**config.mk**
```make
export PLATFORM = sky130hd
export DESIGN_NAME = phy_mdio_ifc_flat
export DESIGN_NICKNAME = d
export VERILOG_FILES = /design/src/rtl/phy_mdio_ifc_if.sv /design/src/rtl/phy_mdio_ifc.sv /design/src/flat_wrapper.sv
export SDC_FILE = /design/constraint.sdc
export NUM_CORES = 1
export LEC_CHECK = 0
export ABC_AREA = 1
export CORE_ASPECT_RATIO = 0.8
export CORE_MARGIN = 1.5
export CORE_UTILIZATION = 54
export CTS_BUF_LIST = sky130_fd_sc_hd__clkbuf_2
export DETAILED_ROUTE_END_ITERATION = 8
export GPL_ROUTABILITY_DRIVEN = 0
export PLACE_DENSITY = 0.94
export SLEW_MARGIN = 20
export SYNTH_ARGS = -nofsm -noshare
export SYNTH_HDL_FRONTEND = slang
export SYNTH_SLANG_ARGS = --single-unit
```
**constraint.sdc**
```tcl
create_clock -name clk -period 1.88 [get_ports clk]
set_clock_uncertainty 0.1 [all_clocks]
set_input_delay 0.376 -clock clk [delete_from_list [all_inputs] [get_ports clk]]
set_output_delay 0.376 -clock clk [all_outputs]
set_load 0.03 [all_outputs]
```
**src/rtl/phy_mdio_ifc_if.sv**
```systemverilog
// MDIO pad-side bundle for phy_mdio_ifc: serial data, tri-state enable
// and the sequence-complete flag. The sequencer drives it through the
// master modport. The pad buffer or the MAC top reads it through slave.
interface phy_mdio_ifc_if;
  logic mdio_o;
  logic mdio_t;
  logic done;

  modport master (output mdio_o, output mdio_t, output done);
  modport slave  (input  mdio_o, input  mdio_t, input  done);
endinterface

```
**src/rtl/phy_mdio_ifc.sv**
```systemverilog
// phy_mdio_ifc: autonomous MDIO sequencer that configures an Ethernet PHY
// after reset. It sends three Clause-22 write frames. Each frame is
// preceded by an idle gap. The block then parks in DONE with the line
// released. clk is the MDC-rate bit clock.
//
// Each frame is 32 preamble ones, then the 32-bit payload sent LSB
// first, then one release cycle.
//
// Optional build macro MDIO_RESTART_EN adds a `restart` input. Pulsing
// it while in DONE replays the whole sequence. In the default build
// DONE is terminal until reset.
module phy_mdio_ifc #(
  parameter int          GAP_CYCLES = 64,
  parameter logic [31:0] CMD1       = 32'h008C410A,
  parameter logic [31:0] CMD2       = 32'h0000650A,
  parameter logic [31:0] CMD3       = 32'h00CC410A
) (
  input  logic               clk,
  input  logic               reset,
`ifdef MDIO_RESTART_EN
  input  logic               restart,
`endif
  phy_mdio_ifc_if.master     mdio,
  output logic [2:0]         state,
  output logic [6:0]         gap_cnt,
  output logic [6:0]         bit_cnt
);

  // State encoding is fixed because the debug port exposes it.
  localparam logic [2:0] GAP1     = 3'd0;
  localparam logic [2:0] COMMAND1 = 3'd1;
  localparam logic [2:0] GAP2     = 3'd2;
  localparam logic [2:0] COMMAND2 = 3'd3;
  localparam logic [2:0] GAP3     = 3'd4;
  localparam logic [2:0] COMMAND3 = 3'd5;
  localparam logic [2:0] DONE     = 3'd6;

  localparam logic [6:0] GAP_LAST      = 7'(GAP_CYCLES);
  localparam logic [6:0] PREAMBLE_BITS = 7'd32;
  localparam logic [6:0] FRAME_BITS    = 7'd64;

  logic [31:0] cmd_word;

  // Pick the payload for the command state currently being sent.
  // NOTE: every always_comb output gets a default first, so no path can leave it unassigned and infer a latch.
  always_comb begin
    cmd_word = CMD1;
    case (state)
      COMMAND2: cmd_word = CMD2;
      COMMAND3: cmd_word = CMD3;
      default:  cmd_word = CMD1;
    endcase
  end

  // done is decoded straight from the registered state.
  assign mdio.done = (state == DONE);

  // Sequencer: gap timing, frame serialisation and registered pad outputs.
  // NOTE: clocked state uses non-blocking assignments only, so every register samples pre-edge values.
  always_ff @(posedge clk) begin
    if (reset) begin
      state       <= GAP1;
      gap_cnt     <= '0;
      bit_cnt     <= '0;
      mdio.mdio_o <= 1'b0;
      mdio.mdio_t <= 1'b1;
    end else begin
      case (state)
        GAP1, GAP2, GAP3: begin
          mdio.mdio_o <= 1'b0;
          mdio.mdio_t <= 1'b1;
          if (gap_cnt < GAP_LAST) begin
            gap_cnt <= gap_cnt + 7'd1;
          end else begin
            gap_cnt <= '0;
            bit_cnt <= '0;
            state   <= state + 3'd1;
          end
        end

        COMMAND1, COMMAND2, COMMAND3: begin
          if (bit_cnt < PREAMBLE_BITS) begin
            mdio.mdio_t <= 1'b0;
            mdio.mdio_o <= 1'b1;
            bit_cnt     <= bit_cnt + 7'd1;
          end else if (bit_cnt < FRAME_BITS) begin
            // bit_cnt is in 32..63 here, so its low five bits equal b-32.
            mdio.mdio_t <= 1'b0;
            mdio.mdio_o <= cmd_word[bit_cnt[4:0]];
            bit_cnt     <= bit_cnt + 7'd1;
          end else begin
            mdio.mdio_t <= 1'b1;
            mdio.mdio_o <= 1'b0;
            bit_cnt     <= '0;
            state       <= (state == COMMAND3) ? DONE : state + 3'd1;
          end
        end

        DONE: begin
          mdio.mdio_t <= 1'b1;
          mdio.mdio_o <= 1'b0;
          gap_cnt     <= '0;
          bit_cnt     <= '0;
`ifdef MDIO_RESTART_EN
          if (restart) begin
            state <= GAP1;
          end
`endif
        end

        default: begin
          // Encoding 7 is unreachable. Recover into a clean sequence.
          state       <= GAP1;
          gap_cnt     <= '0;
          bit_cnt     <= '0;
          mdio.mdio_t <= 1'b1;
          mdio.mdio_o <= 1'b0;
        end
      endcase
    end
  end

endmodule

```
**src/flat_wrapper.sv**
```systemverilog
// flat-port wrapper written by rule: the top's interface ports become plain ports
module phy_mdio_ifc_flat 
#(
  parameter int          GAP_CYCLES = 64,
  parameter logic [31:0] CMD1       = 32'h008C410A,
  parameter logic [31:0] CMD2       = 32'h0000650A,
  parameter logic [31:0] CMD3       = 32'h00CC410A
)
  (clk, reset, state, gap_cnt, bit_cnt, mdio_mdio_o, mdio_mdio_t, mdio_done);
  phy_mdio_ifc_if mdio_i ();
  input  logic clk;
  input  logic reset;
  output logic [2:0] state;
  output logic [6:0] gap_cnt;
  output logic [6:0] bit_cnt;
  output wire logic [$bits(mdio_i.mdio_o)-1:0] mdio_mdio_o;
  output wire logic [$bits(mdio_i.mdio_t)-1:0] mdio_mdio_t;
  output wire logic [$bits(mdio_i.done)-1:0] mdio_done;
  assign mdio_mdio_o = mdio_i.mdio_o;
  assign mdio_mdio_t = mdio_i.mdio_t;
  assign mdio_done = mdio_i.done;
  phy_mdio_ifc #(.GAP_CYCLES(GAP_CYCLES), .CMD1(CMD1), .CMD2(CMD2), .CMD3(CMD3)) u_core (.clk(clk), .reset(reset), .mdio(mdio_i), .state(state), .gap_cnt(gap_cnt), .bit_cnt(bit_cnt));
endmodule
```
==> metrics.txt <==
CTS tree=built; FF-to-FF setup slack=90 ps; WS Path Type=register to output pin; WP depth=1; status=finished, final reports clean; crit start category=register; Hold Crit Class=register to register; H-tree depth=1; Synth Cell Area=0.001210 sq mm; slowest cell on the critical path=clkdlybuf4s50_1; WL/cell=13.55 microns; Tightest Pin Transition=325.8 ps; Synth Area in Simple Gates=0.3495; Design Area, Final=approximately 0.0015 sq mm; crit share post-route=0.9724; GR Overflow Total=0; mux share of post-synthesis cell area=0; Routed WL=3007 microns; syn nets=180; vias in the first global route=1108; Cell variety after synth=30; core area=0.002140 sq mm; min Tclk post-route=1828 ps; Final Setup Violations=0; Ys Warns=0; Area growth, synth to finish=24.72%; Placed Instances=217; row cnt=15; largest family of logic cells by synthesized area=simple AND/OR/NAND/NOR gates; Final Max Slew Viols=0; f_max=547.0 MHz; Inserted Diodes=0; initial antenna violation count=0; port bufs=21; clock latency at the later pin of the worst-skew pair=320 ps; xor/xnor share of the synthesized area=0.01448; placed cell area=roughly 0.0015 sq mm; worst path cell trace=clkdlybuf4s50_1; Detailed Routing Iterations Pass 1=4; share of cells above drive strength 1=0.2030; CP startpoint=u_core.gap_cnt[5]$_SDFFE_PP0P_; gr usage total=0.2450; Hold Path Cell Cnt=2; post-synthesis compound-gate area fraction=0.1313; CTS buffer count=3; CP Capture Type=output pin; non-filler cells, final=222; family with the most delay on the worst path=buffers and inverters; Clock Path Buffers=2; Syn Area/Cell=7.159 sq um; CTS root buf=clkbuf_2; Die Y=about 45 microns; CTS clk-pin slew, worst paths=190 ps; reg2reg path depth=10; maximum VDD drop=around 0.00062 V; leakage=0.7772 nW; Setup TNS Final=0 ps; Die Span X=55.92 microns; DRC violations left=0; largest net degree at the start of global routing=12; antenna-violating nets left=0; initial cell density of the core=0.5655; Nets=209; CP Data Arrival Time=1350 ps; Util after Layout=0.7053; reg-to-reg critical path startpoint=u_core.state[0]$_SDFFE_PP0P_; Synth Area in Adders=0.09307; Worst Path Required=1400 ps; hold_buf cts=0; Die ar.=0.002535 sq mm; post-place setup slack=77.16 ps; Max Cap Viol=0; Rel. slew slack=0.7825; Iter 0 DRT Violations=38; setup ws final=51.82 ps; PwrDens=600.0 mW/mm^2; vias post-DR=between 1000 and 1500; dpl hpwl=between 2000 and 2500 microns; WP buf/inv=1; count of state elements after synthesis=19; FF-to-FF End=u_core.state[0]$_SDFFE_PP0P_; Worst Path Max Fanout=2; Setup crit end=gap_cnt[5]; Seq/Total Area, Yosys=0.3144; first-pass GRT wire length=4795 microns; CTS sink count=19; CP max stage delay=~660 ps; Filler Cells Inserted=163; mean number of vias per cell=5.568; Final Hold Viols=0; # IOs=22; Mapped Cells=169
-- cell usage after synthesis --
master | number | area [sq um]
o21bai_1 | 1 | 7.510
buf_2 | 1 | 5.000
o21ai_0 | 11 | 55.05
nand3_1 | 8 | 40.04
a21oi_2 | 2 | 17.52
nor2_4 | 3 | 33.78
a21oi_1 | 9 | 45.04
o211ai_1 | 1 | 7.510
nor4_1 | 1 | 6.260
nand2_4 | 2 | 22.52
ha_1 | 9 | 112.6
xor2_1 | 1 | 8.760
nor3b_2 | 1 | 12.51
nand2_8 | 1 | 20.02
nor2_1 | 17 | 63.81
nand2_2 | 4 | 25.02
o22ai_1 | 1 | 6.260
nand2_1 | 34 | 127.6
or2_2 | 1 | 6.260
nand3_2 | 3 | 30.03
nand3_4 | 1 | 17.52
clkinv_1 | 2 | 7.510
o21ai_1 | 4 | 20.02
nor2_2 | 1 | 6.260
inv_1 | 25 | 93.84
dfxtp_1 | 19 | 380.4
nand4_1 | 1 | 6.260
nor3_1 | 1 | 5.000
inv_2 | 3 | 11.26
xnor2_1 | 1 | 8.760
-- registers in the layout (all words and copies together), names as in the netlist --
name and flops:
u_core.gap_cnt 7, u_core.mdio.mdio_t 1, u_core.bit_cnt 7, u_core.mdio.mdio_o 1, u_core.state 3
-- worst min path at each step --
stage | start | endpoint | slack [ps]
finish | u_core.gap_cnt[4]$_SDFFE_PP0P_ | u_core.gap_cnt[4]$_SDFFE_PP0P_ | 380
detailed placement | u_core.gap_cnt[4]$_SDFFE_PP0P_ | u_core.gap_cnt[4]$_SDFFE_PP0P_ | 350
CTS | u_core.gap_cnt[4]$_SDFFE_PP0P_ | u_core.gap_cnt[4]$_SDFFE_PP0P_ | 380
global placement | u_core.gap_cnt[4]$_SDFFE_PP0P_ | u_core.gap_cnt[4]$_SDFFE_PP0P_ | 350
global route | u_core.gap_cnt[4]$_SDFFE_PP0P_ | u_core.gap_cnt[4]$_SDFFE_PP0P_ | 410
floorplan | reset | u_core.state[2]$_SDFFE_PP0P_ | 340
-- routing by layer --
layer  vias to the layer above  GRT usage  wire length, microns
li1                        593          -                     -
met1                       570     0.2870                  1269
met2                        62     0.4476                  1473
met3                        11    0.03152                   176
met4                         0     0.1381                    87
met5                         -          0                     0
-- report_power, final --
part / switching (mW) / internal [mW] / total [mW] / leakage, nW
combinational: 0.182 / 0.0909 / 0.273 / 0.605
sequential: 0.0225 / 0.428 / 0.450 / 0.156
clock: 0.134 / 0.0482 / 0.182 / 0.0164
-- repair_timing --
item	in CTS	in global routing
gates resized for setup	15	11
setup buffers	0	1
endpoints found under the setup margin	13	11
pin swaps	0	2
-- stage by stage --
| stage | hold WS, ps | total power, mW |
|---|---|---|
| 3_3_place_gp | 352.3 | 0.7220 |
| 4_1_cts | 383.6 | 0.9052 |
| 6_report | 380.9 | 0.9053 |
| 5_1_grt | 413.8 | 0.9517 |
| 2_1_floorplan | 338.4 | 0.6457 |
| 3_5_place_dp | 352.5 | 0.7361 |
-- cells by family after synthesis --
kind of cell / Yosys count
and+or+nand+nor: 79
adders and majority gates: 9
buffers and inverters: 31
AOI/OAI and AO/OA: 29
xor gates and xnor gates: 2
DFF: 19
-- cells in the final DEF (no fill, tap or decap), types with 6 or more instances in the layout --
master,count
nand2_1,33
inv_1,23
nor2_1,17
dfxtp_1,16
o21ai_0,11
dlygate4sd2_1,11
a21oi_1,9
nand3_1,8
ha_1,6
-- final cells by class --
type | count | area (sq um) | area share
clock buffers | 3 | 15.01 | 0.009950
clock inverters | 1 | 5.005 | 0.003317
inverters | 30 | 112.6 | 0.07463
multi-input cells | 119 | 721.9 | 0.4784
flip-flops and latches | 19 | 386.6 | 0.2562
well taps | 25 | 31.28 | 0.02073
repair buffers | 25 | 236.5 | 0.1567
Power figures use the tool's default switching activity.
